<file path="config.mk">
export PLATFORM = sky130hd
export DESIGN_NAME = alu_seq_flat
export DESIGN_NICKNAME = d
export VERILOG_FILES = /design/src/rtl/alu_pkg.sv /design/src/rtl/alu_seq_if.sv /design/src/rtl/alu_comb.sv /design/src/rtl/alu_seq.sv /design/src/flat_wrapper.sv
export SDC_FILE = /design/constraint.sdc
export NUM_CORES = 1
export LEC_CHECK = 0
export BUFFER_PORTS_ARGS = -buffer_cell sky130_fd_sc_hd__buf_2
export CAP_MARGIN = 30
export CORE_ASPECT_RATIO = 0.75
export CORE_MARGIN = 10
export CORE_UTILIZATION = 50
export DETAILED_ROUTE_END_ITERATION = 8
export PLACE_DENSITY = 0.69
export SETUP_SLACK_MARGIN = 0.2
export SLEW_MARGIN = 30
export SYNTH_ARGS = -nofsm -noshare
export SYNTH_HDL_FRONTEND = slang
export SYNTH_HIERARCHICAL = 1
export SYNTH_SLANG_ARGS = --single-unit
</file>
<file path="constraint.sdc">
create_clock -name clk -period 4.55 [get_ports clk]
set_clock_uncertainty 0.15 [all_clocks]
set_input_delay 1.1375 -clock clk [delete_from_list [all_inputs] [get_ports clk]]
set_output_delay 1.1375 -clock clk [all_outputs]
set_load 0.03 [all_outputs]
</file>
<file path="src/rtl/alu_pkg.sv">
`default_nettype none
// ============================================================================
// Module      : alu_pkg
// Description : Shared definitions for the sequential ALU: opcode encoding,
//               FSM state encoding and a constant clog2 helper used to size
//               the shift-amount field and the multiply step counter.
// Revision    : 1.0 - initial release
// ============================================================================
package alu_pkg;

    // Opcode field width; fixed, the encoding below fills it completely.
    localparam int OP_W = 3;

    // Opcodes 0-3 match the original 6-bit combinational ALU.
    localparam logic [OP_W-1:0] OP_ADD = 3'd0;
    localparam logic [OP_W-1:0] OP_SUB = 3'd1;
    localparam logic [OP_W-1:0] OP_AND = 3'd2;
    localparam logic [OP_W-1:0] OP_OR  = 3'd3;
    localparam logic [OP_W-1:0] OP_XOR = 3'd4;
    localparam logic [OP_W-1:0] OP_SHL = 3'd5;
    localparam logic [OP_W-1:0] OP_SHR = 3'd6;
    localparam logic [OP_W-1:0] OP_MUL = 3'd7;

    typedef enum logic [1:0] {
        S_IDLE = 2'd0,
        S_MUL  = 2'd1,
        S_DONE = 2'd2
    } state_t;

    // Ceiling log2 for elaboration-time sizing; returns 0 for value <= 1.
    function automatic int clog2(input int value);
        int res;
        int v;
        res = 0;
        v   = value - 1;
        while (v > 0) begin
            res = res + 1;
            v   = v >> 1;
        end
        return res;
    endfunction

endpackage : alu_pkg
`default_nettype wire

</file>
<file path="src/rtl/alu_seq_if.sv">
`default_nettype none
// ============================================================================
// Module      : alu_seq_if
// Description : Issue/result handshake bundle for alu_seq.
//               master : operand issue side (drives in_valid/a/b/op and
//                        out_ready, observes in_ready and the result)
//               slave  : the ALU itself
//               Signals: in_valid, in_ready, a, b, op, out_valid, out_ready,
//                        result, flag_z, flag_n, flag_c, flag_v
// Revision    : 1.0 - initial release
// ============================================================================
interface alu_seq_if #(
    parameter int WIDTH = 6,
    parameter int OPW   = alu_pkg::OP_W
);
    logic             in_valid;
    logic             in_ready;
    logic [WIDTH-1:0] a;
    logic [WIDTH-1:0] b;
    logic [OPW-1:0]   op;
    logic             out_valid;
    logic             out_ready;
    logic [WIDTH-1:0] result;
    logic             flag_z;
    logic             flag_n;
    logic             flag_c;
    logic             flag_v;

    modport master (
        output in_valid, a, b, op, out_ready,
        input  in_ready, out_valid, result, flag_z, flag_n, flag_c, flag_v
    );

    modport slave (
        input  in_valid, a, b, op, out_ready,
        output in_ready, out_valid, result, flag_z, flag_n, flag_c, flag_v
    );

endinterface : alu_seq_if
`default_nettype wire

</file>
<file path="src/rtl/alu_comb.sv">
`default_nettype none
// ============================================================================
// Module      : alu_comb
// Description : Single-cycle result and flag generation for opcodes 0-6.
//               MUL (7) is handled by the sequential datapath in alu_seq;
//               for that opcode the outputs here are zero and unused.
//               Ports: a, b, op in; result, flag_z/n/c/v out.
// Revision    : 1.0 - initial release
// ============================================================================
module alu_comb
    import alu_pkg::*;
#(
    parameter int WIDTH = 6,
    parameter int OPW   = OP_W
) (
    input  wire logic [WIDTH-1:0] a,
    input  wire logic [WIDTH-1:0] b,
    input  wire logic [OPW-1:0]   op,
    output logic      [WIDTH-1:0] result,
    output logic                  flag_z,
    output logic                  flag_n,
    output logic                  flag_c,
    output logic                  flag_v
);

    localparam int SHW = clog2(WIDTH);
    localparam int MSB = WIDTH - 1;

    logic [WIDTH:0]   w_sum;
    logic [WIDTH:0]   w_diff;
    logic [SHW-1:0]   w_sh;
    logic             w_sh_big;

    // Extra top bit carries out of ADD, and becomes the borrow for SUB.
    assign w_sum    = {1'b0, a} + {1'b0, b};
    assign w_diff   = {1'b0, a} - {1'b0, b};
    assign w_sh     = b[SHW-1:0];
    assign w_sh_big = ({{(32-SHW){1'b0}}, w_sh} >= 32'(WIDTH));

    always_comb begin
        result = '0;
        flag_c = 1'b0;
        flag_v = 1'b0;
        case (op)
            OP_ADD: begin
                result = w_sum[WIDTH-1:0];
                flag_c = w_sum[WIDTH];
                flag_v = (a[MSB] == b[MSB]) && (w_sum[MSB] != a[MSB]);
            end
            OP_SUB: begin
                result = w_diff[WIDTH-1:0];
                flag_c = w_diff[WIDTH];
                flag_v = (a[MSB] != b[MSB]) && (w_diff[MSB] != a[MSB]);
            end
            OP_AND:  result = a & b;
            OP_OR:   result = a | b;
            OP_XOR:  result = a ^ b;
            OP_SHL:  result = w_sh_big ? '0 : (a << w_sh);
            OP_SHR:  result = w_sh_big ? '0 : (a >> w_sh);
            default: result = '0;
        endcase
    end

    assign flag_z = (result == '0);
    assign flag_n = result[MSB];

endmodule : alu_comb
`default_nettype wire

</file>
<file path="src/rtl/alu_seq.sv">
`default_nettype none
// ============================================================================
// Module      : alu_seq
// Description : Registered ALU with valid/ready issue and result handshakes.
//               Non-MUL ops are registered at the accepting edge; MUL runs
//               a WIDTH-step shift-add loop followed by one finalise cycle.
//               One operation in flight; result held under backpressure.
//               Ports: clk, rst_n (async, active low), bus (alu_seq_if.slave)
// Revision    : 1.0 - initial release
// ============================================================================
module alu_seq
    import alu_pkg::*;
#(
    parameter int WIDTH = 6,
    parameter int OPW   = OP_W
) (
    input  wire logic clk,
    input  wire logic rst_n,
    alu_seq_if.slave  bus
);

    localparam int CNTW = clog2(WIDTH + 1);
    localparam logic [CNTW-1:0] CNT_LAST = CNTW'(WIDTH);

    state_t             r_state;
    logic               r_in_ready;
    logic               r_out_valid;
    logic [WIDTH-1:0]   r_result;
    logic               r_flag_z;
    logic               r_flag_n;
    logic               r_flag_c;
    logic               r_flag_v;

    // Shift-add multiplier: multiplicand shifts left through a 2*WIDTH
    // register so the full product is available for the overflow flag.
    logic [2*WIDTH-1:0] r_mcand;
    logic [WIDTH-1:0]   r_mplier;
    logic [2*WIDTH-1:0] r_acc;
    logic [CNTW-1:0]    r_count;
    logic [2*WIDTH-1:0] w_acc_next;

    logic [WIDTH-1:0]   w_res;
    logic               w_z;
    logic               w_n;
    logic               w_c;
    logic               w_v;
    logic               w_accept;

    alu_comb #(
        .WIDTH (WIDTH),
        .OPW   (OPW)
    ) u_comb (
        .a      (bus.a),
        .b      (bus.b),
        .op     (bus.op),
        .result (w_res),
        .flag_z (w_z),
        .flag_n (w_n),
        .flag_c (w_c),
        .flag_v (w_v)
    );

    assign w_accept   = bus.in_valid && r_in_ready;
    assign w_acc_next = r_mplier[0] ? (r_acc + r_mcand) : r_acc;

    always_ff @(posedge clk or negedge rst_n) begin
        if (!rst_n) begin
            r_state     <= S_IDLE;
            r_in_ready  <= 1'b0;
            r_out_valid <= 1'b0;
            r_result    <= '0;
            r_flag_z    <= 1'b0;
            r_flag_n    <= 1'b0;
            r_flag_c    <= 1'b0;
            r_flag_v    <= 1'b0;
            r_mcand     <= '0;
            r_mplier    <= '0;
            r_acc       <= '0;
            r_count     <= '0;
        end else begin
            case (r_state)
                S_IDLE: begin
                    // in_ready comes up on the first edge after reset release
                    r_in_ready <= 1'b1;
                    if (w_accept) begin
                        r_in_ready <= 1'b0;
                        if (bus.op == OP_MUL) begin
                            r_mcand  <= {{WIDTH{1'b0}}, bus.a};
                            r_mplier <= bus.b;
                            r_acc    <= '0;
                            r_count  <= '0;
                            r_state  <= S_MUL;
                        end else begin
                            r_result    <= w_res;
                            r_flag_z    <= w_z;
                            r_flag_n    <= w_n;
                            r_flag_c    <= w_c;
                            r_flag_v    <= w_v;
                            r_out_valid <= 1'b1;
                            r_state     <= S_DONE;
                        end
                    end
                end

                S_MUL: begin
                    if (r_count == CNT_LAST) begin
                        // All WIDTH steps done; this cycle only publishes.
                        r_result    <= r_acc[WIDTH-1:0];
                        r_flag_z    <= (r_acc[WIDTH-1:0] == '0);
                        r_flag_n    <= r_acc[WIDTH-1];
                        r_flag_c    <= |r_acc[2*WIDTH-1:WIDTH];
                        r_flag_v    <= 1'b0;
                        r_out_valid <= 1'b1;
                        r_state     <= S_DONE;
                    end else begin
                        r_acc    <= w_acc_next;
                        r_mcand  <= r_mcand << 1;
                        r_mplier <= r_mplier >> 1;
                        r_count  <= r_count + 1'b1;
                    end
                end

                S_DONE: begin
                    if (bus.out_ready) begin
                        r_out_valid <= 1'b0;
                        r_in_ready  <= 1'b1;
                        r_state     <= S_IDLE;
                    end
                end

                default: begin
                    r_state     <= S_IDLE;
                    r_in_ready  <= 1'b0;
                    r_out_valid <= 1'b0;
                end
            endcase
        end
    end

    assign bus.in_ready  = r_in_ready;
    assign bus.out_valid = r_out_valid;
    assign bus.result    = r_result;
    assign bus.flag_z    = r_flag_z;
    assign bus.flag_n    = r_flag_n;
    assign bus.flag_c    = r_flag_c;
    assign bus.flag_v    = r_flag_v;

endmodule : alu_seq
`default_nettype wire

</file>
<file path="src/flat_wrapper.sv">
// flat-port wrapper written by rule: the top's interface ports become plain ports
module alu_seq_flat import alu_pkg::*;
#(
    parameter int WIDTH = 6,
    parameter int OPW   = OP_W
)
  (clk, rst_n, bus_in_valid, bus_a, bus_b, bus_op, bus_out_ready, bus_in_ready, bus_out_valid, bus_result, bus_flag_z, bus_flag_n, bus_flag_c, bus_flag_v);
  alu_seq_if #(.WIDTH(WIDTH), .OPW(OPW)) bus_i ();
  input  wire logic clk;
  input  wire logic rst_n;
  input wire logic [$bits(bus_i.in_valid)-1:0] bus_in_valid;
  input wire logic [$bits(bus_i.a)-1:0] bus_a;
  input wire logic [$bits(bus_i.b)-1:0] bus_b;
  input wire logic [$bits(bus_i.op)-1:0] bus_op;
  input wire logic [$bits(bus_i.out_ready)-1:0] bus_out_ready;
  output wire logic [$bits(bus_i.in_ready)-1:0] bus_in_ready;
  output wire logic [$bits(bus_i.out_valid)-1:0] bus_out_valid;
  output wire logic [$bits(bus_i.result)-1:0] bus_result;
  output wire logic [$bits(bus_i.flag_z)-1:0] bus_flag_z;
  output wire logic [$bits(bus_i.flag_n)-1:0] bus_flag_n;
  output wire logic [$bits(bus_i.flag_c)-1:0] bus_flag_c;
  output wire logic [$bits(bus_i.flag_v)-1:0] bus_flag_v;
  assign bus_i.in_valid = bus_in_valid;
  assign bus_i.a = bus_a;
  assign bus_i.b = bus_b;
  assign bus_i.op = bus_op;
  assign bus_i.out_ready = bus_out_ready;
  assign bus_in_ready = bus_i.in_ready;
  assign bus_out_valid = bus_i.out_valid;
  assign bus_result = bus_i.result;
  assign bus_flag_z = bus_i.flag_z;
  assign bus_flag_n = bus_i.flag_n;
  assign bus_flag_c = bus_i.flag_c;
  assign bus_flag_v = bus_i.flag_v;
  alu_seq #(.WIDTH(WIDTH), .OPW(OPW)) u_core (.clk(clk), .rst_n(rst_n), .bus(bus_i));
endmodule
</file>
==> impl_metrics.py <==
metrics = {
    "worst_hold_path": {
        "hp-class": "flip-flop to flip-flop",
        "hold_depth": 2,
    },
    "drt": {
        "drt.antenna.violating_nets": 0,
        "first_pass_iters": 5,
        "wirelength_mm": 9.69,
        "vias": 3384,
        "drt-vias-per-instance": 5.86,
        "drcViolationCount": 0,
        "drtIter0Drc": 437,
        "wl_per_cell_um": 16.8,
    },
    "sta": {
        "worst_pin_slew_ps": 780,
        "tns_ps": 0,
        "hold_ws_ps": 330,
        "min_period_ps": 3460,
        "hold_viol_final": 0,
        "final-max-slew-violation-count": 0,
        "rsz0062_at_grt": "false",
        "timing.final.crit_share_pct": 76.1,
        "fmax_mhz": 289,
        "relSlewSlack_pct": 48.0,
        "finalSetupViolCount": 0,
    },
    "synth": {
        "synth_top_area_share_pct": 29.6,
        "synthTopCellsByArea": "dfrtp_1, ha_1, nand2_1",
        "syn_area_sq_um": 3970,
        "yosysSeqAreaShare_pct": 29.6,
        "yosysUniqueCellTypes": 74,
        "yosys_warnings": 6,
        "synth_seq_cells": 47,
        "synth_edf_count": 0,
        "avgSynthCellArea_sq_um": 8.60,
        "synth_area_leader_cell": "dfrtp_1",
        "synthXorXnorAreaFrac_pct": 2.87,
        "synthAdderAreaFrac_pct": 11.9,
        "synth_top_family_by_area": "compound AO/OA/AOI/OAI gates",
        "synthArstFlopShare_pct": 100,
        "synth-simple-area-share_pct": 21.9,
        "synth_top_flop_cell": "dfrtp_1",
        "synth_fp_nets": 517,
        "synth_compound_area_share_pct": 22.7,
        "synth_cells": 462,
        "synthMuxAreaShare_pct": 3.28,
    },
    "floorplanning": {
        "ios": 31,
        "dieWidth_um": 123,
        "coreArea_sq_um": 7810,
        "start_util_pct": 50.8,
        "die-area_sq_um": 11900,
        "rows": 28,
        "die_y_um": 97.2,
    },
    "clock_tree": {
        "cts_hold_buf": 0,
        "cts_tree": "yes",
        "numCtsBuffers": 5,
        "cts.sinks": 47,
        "clock_path_buffers": 2,
        "clk_pin_slew_ps": 100,
        "clk_latency_ps": 320,
        "post_cts_buffers": 0,
        "htree_levels": 2,
        "root_buffer": "clkbuf_8",
        "post_cts_resized": 0,
    },
    "setup_path": {
        "r2r_cells": 8,
        "cp-start-kind": "input port",
        "cp.required_ps": 4650,
        "worst_ep_arrival_time_ps": 3560,
        "cpPeakStageDelay_ps": 440,
        "reg2reg_slack_ps": 2120,
        "critPathSlowestCell": "fa_1",
        "path_max_fanout": 19,
        "crit_chain": "buf_2 -> ha_1 -> inv_1 -> fa_1 -> nor2_1 -> a21oi_1 -> a21oi_1 -> o211ai_1 -> or3_1 -> nor4_2 -> a21oi_1 -> a21oi_1",
        "cp_common_cell": "a21oi_1",
        "endpoint_kind": "flip-flop",
        "worstSetupPathType": "input port to flip-flop",
    },
    "placed_design": {
        "place_area_sq_um": 4050,
        "hpwl_mm": 7.22,
        "numPortBuffers": 30,
        "gp_congestion": 0.947,
    },
    "layout": {
        "stdcell_area_sq_um": 4160,
        "synthToLayoutAreaGrowth_pct": 4.82,
        "nets": 526,
        "final_cell_mix": "nand2_1, dfrtp_1, ha_1",
        "num_antenna_cells": 0,
        "drive_above_1_share_pct": 14.8,
        "mostFrequentLayoutCell": "nand2_1",
    },
    "job": {
        "max_cap_viol_count": 0,
    },
    "global_route": {
        "grt_usage_pct": 16.2,
        "grt_max_degree": 48,
        "overflow": 0,
        "grt_pass1_vias": 3084,
        "antenna_found_initial": 0,
        "grt_pass1_wl_mm": 15.9,
    },
    "power": {
        "power_density_nw_per_um2": 479,
        "vdd_drop_max_v": 0.000338,
        "leakage_uw": 0.00191,
    },
    "status": {
        "outcome": "complete, no violations",
    },
}
-- final timing paths --
kind	start	end
worst max-delay path	bus_b[0]	u_core/bus.flag_z
worst min-delay path	u_core/r_mplier[5]	u_core/r_mplier[5]
worst max register to register	u_core/r_acc[0]	u_core/r_acc[10]
worst min register to register	u_core/r_mplier[5]	u_core/r_mplier[5]
max in group asynchronous	rst_n	u_core/r_acc[8]
min in group asynchronous	rst_n	u_core/bus.result[0]
-- cell usage after synthesis, drive strengths merged, types with 5 or more instances --
library cell,n
a21o,8
a21oi,30
a22o,10
a31oi,20
and2,5
buf,19
clkbuf,9
dfrtp,47
ha,33
inv,24
mux2i,7
nand2,68
nand2b,9
nand3,22
nand3b,5
nor2,32
nor2b,6
nor3,6
nor4,6
o211ai,11
o21ai,21
xnor2,10
-- cell type report --
| cell class | count | area (sq um) |
|---|---|---|
| timing repair buffer | 31 | 160 |
| fill | 718 | 3650 |
| clock buffer | 5 | 68.8 |
| multi-input combinational | 362 | 2490 |
| clock inverter | 3 | 47.5 |
| tap | 105 | 131 |
| sequential | 47 | 1180 |
| inverter | 24 | 90.1 |
-- per-stage QoR --
stage                     power (uW)  setup WS, ps  cells  util, %
after global placement          1650           826    569     51.8
after detailed placement        1670           809    569     51.8
final                           2000          1090    577     53.3
after CTS                       2000          1140    577     53.3
after global routing            2150           914    577     53.3
after floorplan                 1460          1210    462        -
-- metal layers --
layer / vias up / global-route usage (%) / part of all wire (%)
li1: 1667 / - / -
met5: - / 0 / 0
met1: 1604 / 25.0 / 51
met4: 0 / 3.62 / 0.75
met3: 8 / 3.60 / 7.4
met2: 105 / 21.8 / 40
-- critical path: cells and delay by family --
kind	cells	cell delay, ps
adders and majority gates	2	700
buffers and inverters	2	400
AOI/OAI and AO/OA	5	640
and+or+nand+nor	3	680
-- kinds of logic (layout without fill, tap and decap cells) --
group | count (synthesis) | count (layout)
buffers and inverters | 53 | 63
DFF | 47 | 47
and+or+nand+nor | 176 | 176
AOI/OAI and AO/OA | 127 | 127
adders and majority gates | 36 | 36
muxes | 10 | 10
xor gates and xnor gates | 13 | 13
-- where the power goes --
part | internal, uW | total, uW | leakage [uW] | switching, uW
logic | 373 | 977 | 0.00128 | 605
clock network | 167 | 325 | 0.0000587 | 158
registers | 565 | 695 | 0.000579 | 130
total | 1100 | 2000 | 0.00191 | 892
-- flip-flops by register name (all words and copies together) (netlist names) --
name	flops
u_core/bus.flag_c	1
u_core/bus.flag_n	1
u_core/bus.flag_v	1
u_core/bus.flag_z	1
u_core/bus.in_ready	1
u_core/bus.out_valid	1
u_core/bus.result	6
u_core/r_acc	12
u_core/r_count	3
u_core/r_mcand	12
u_core/r_mplier	6
u_core/r_state	2
No activity file was read; power rests on OpenSTA's default activity.
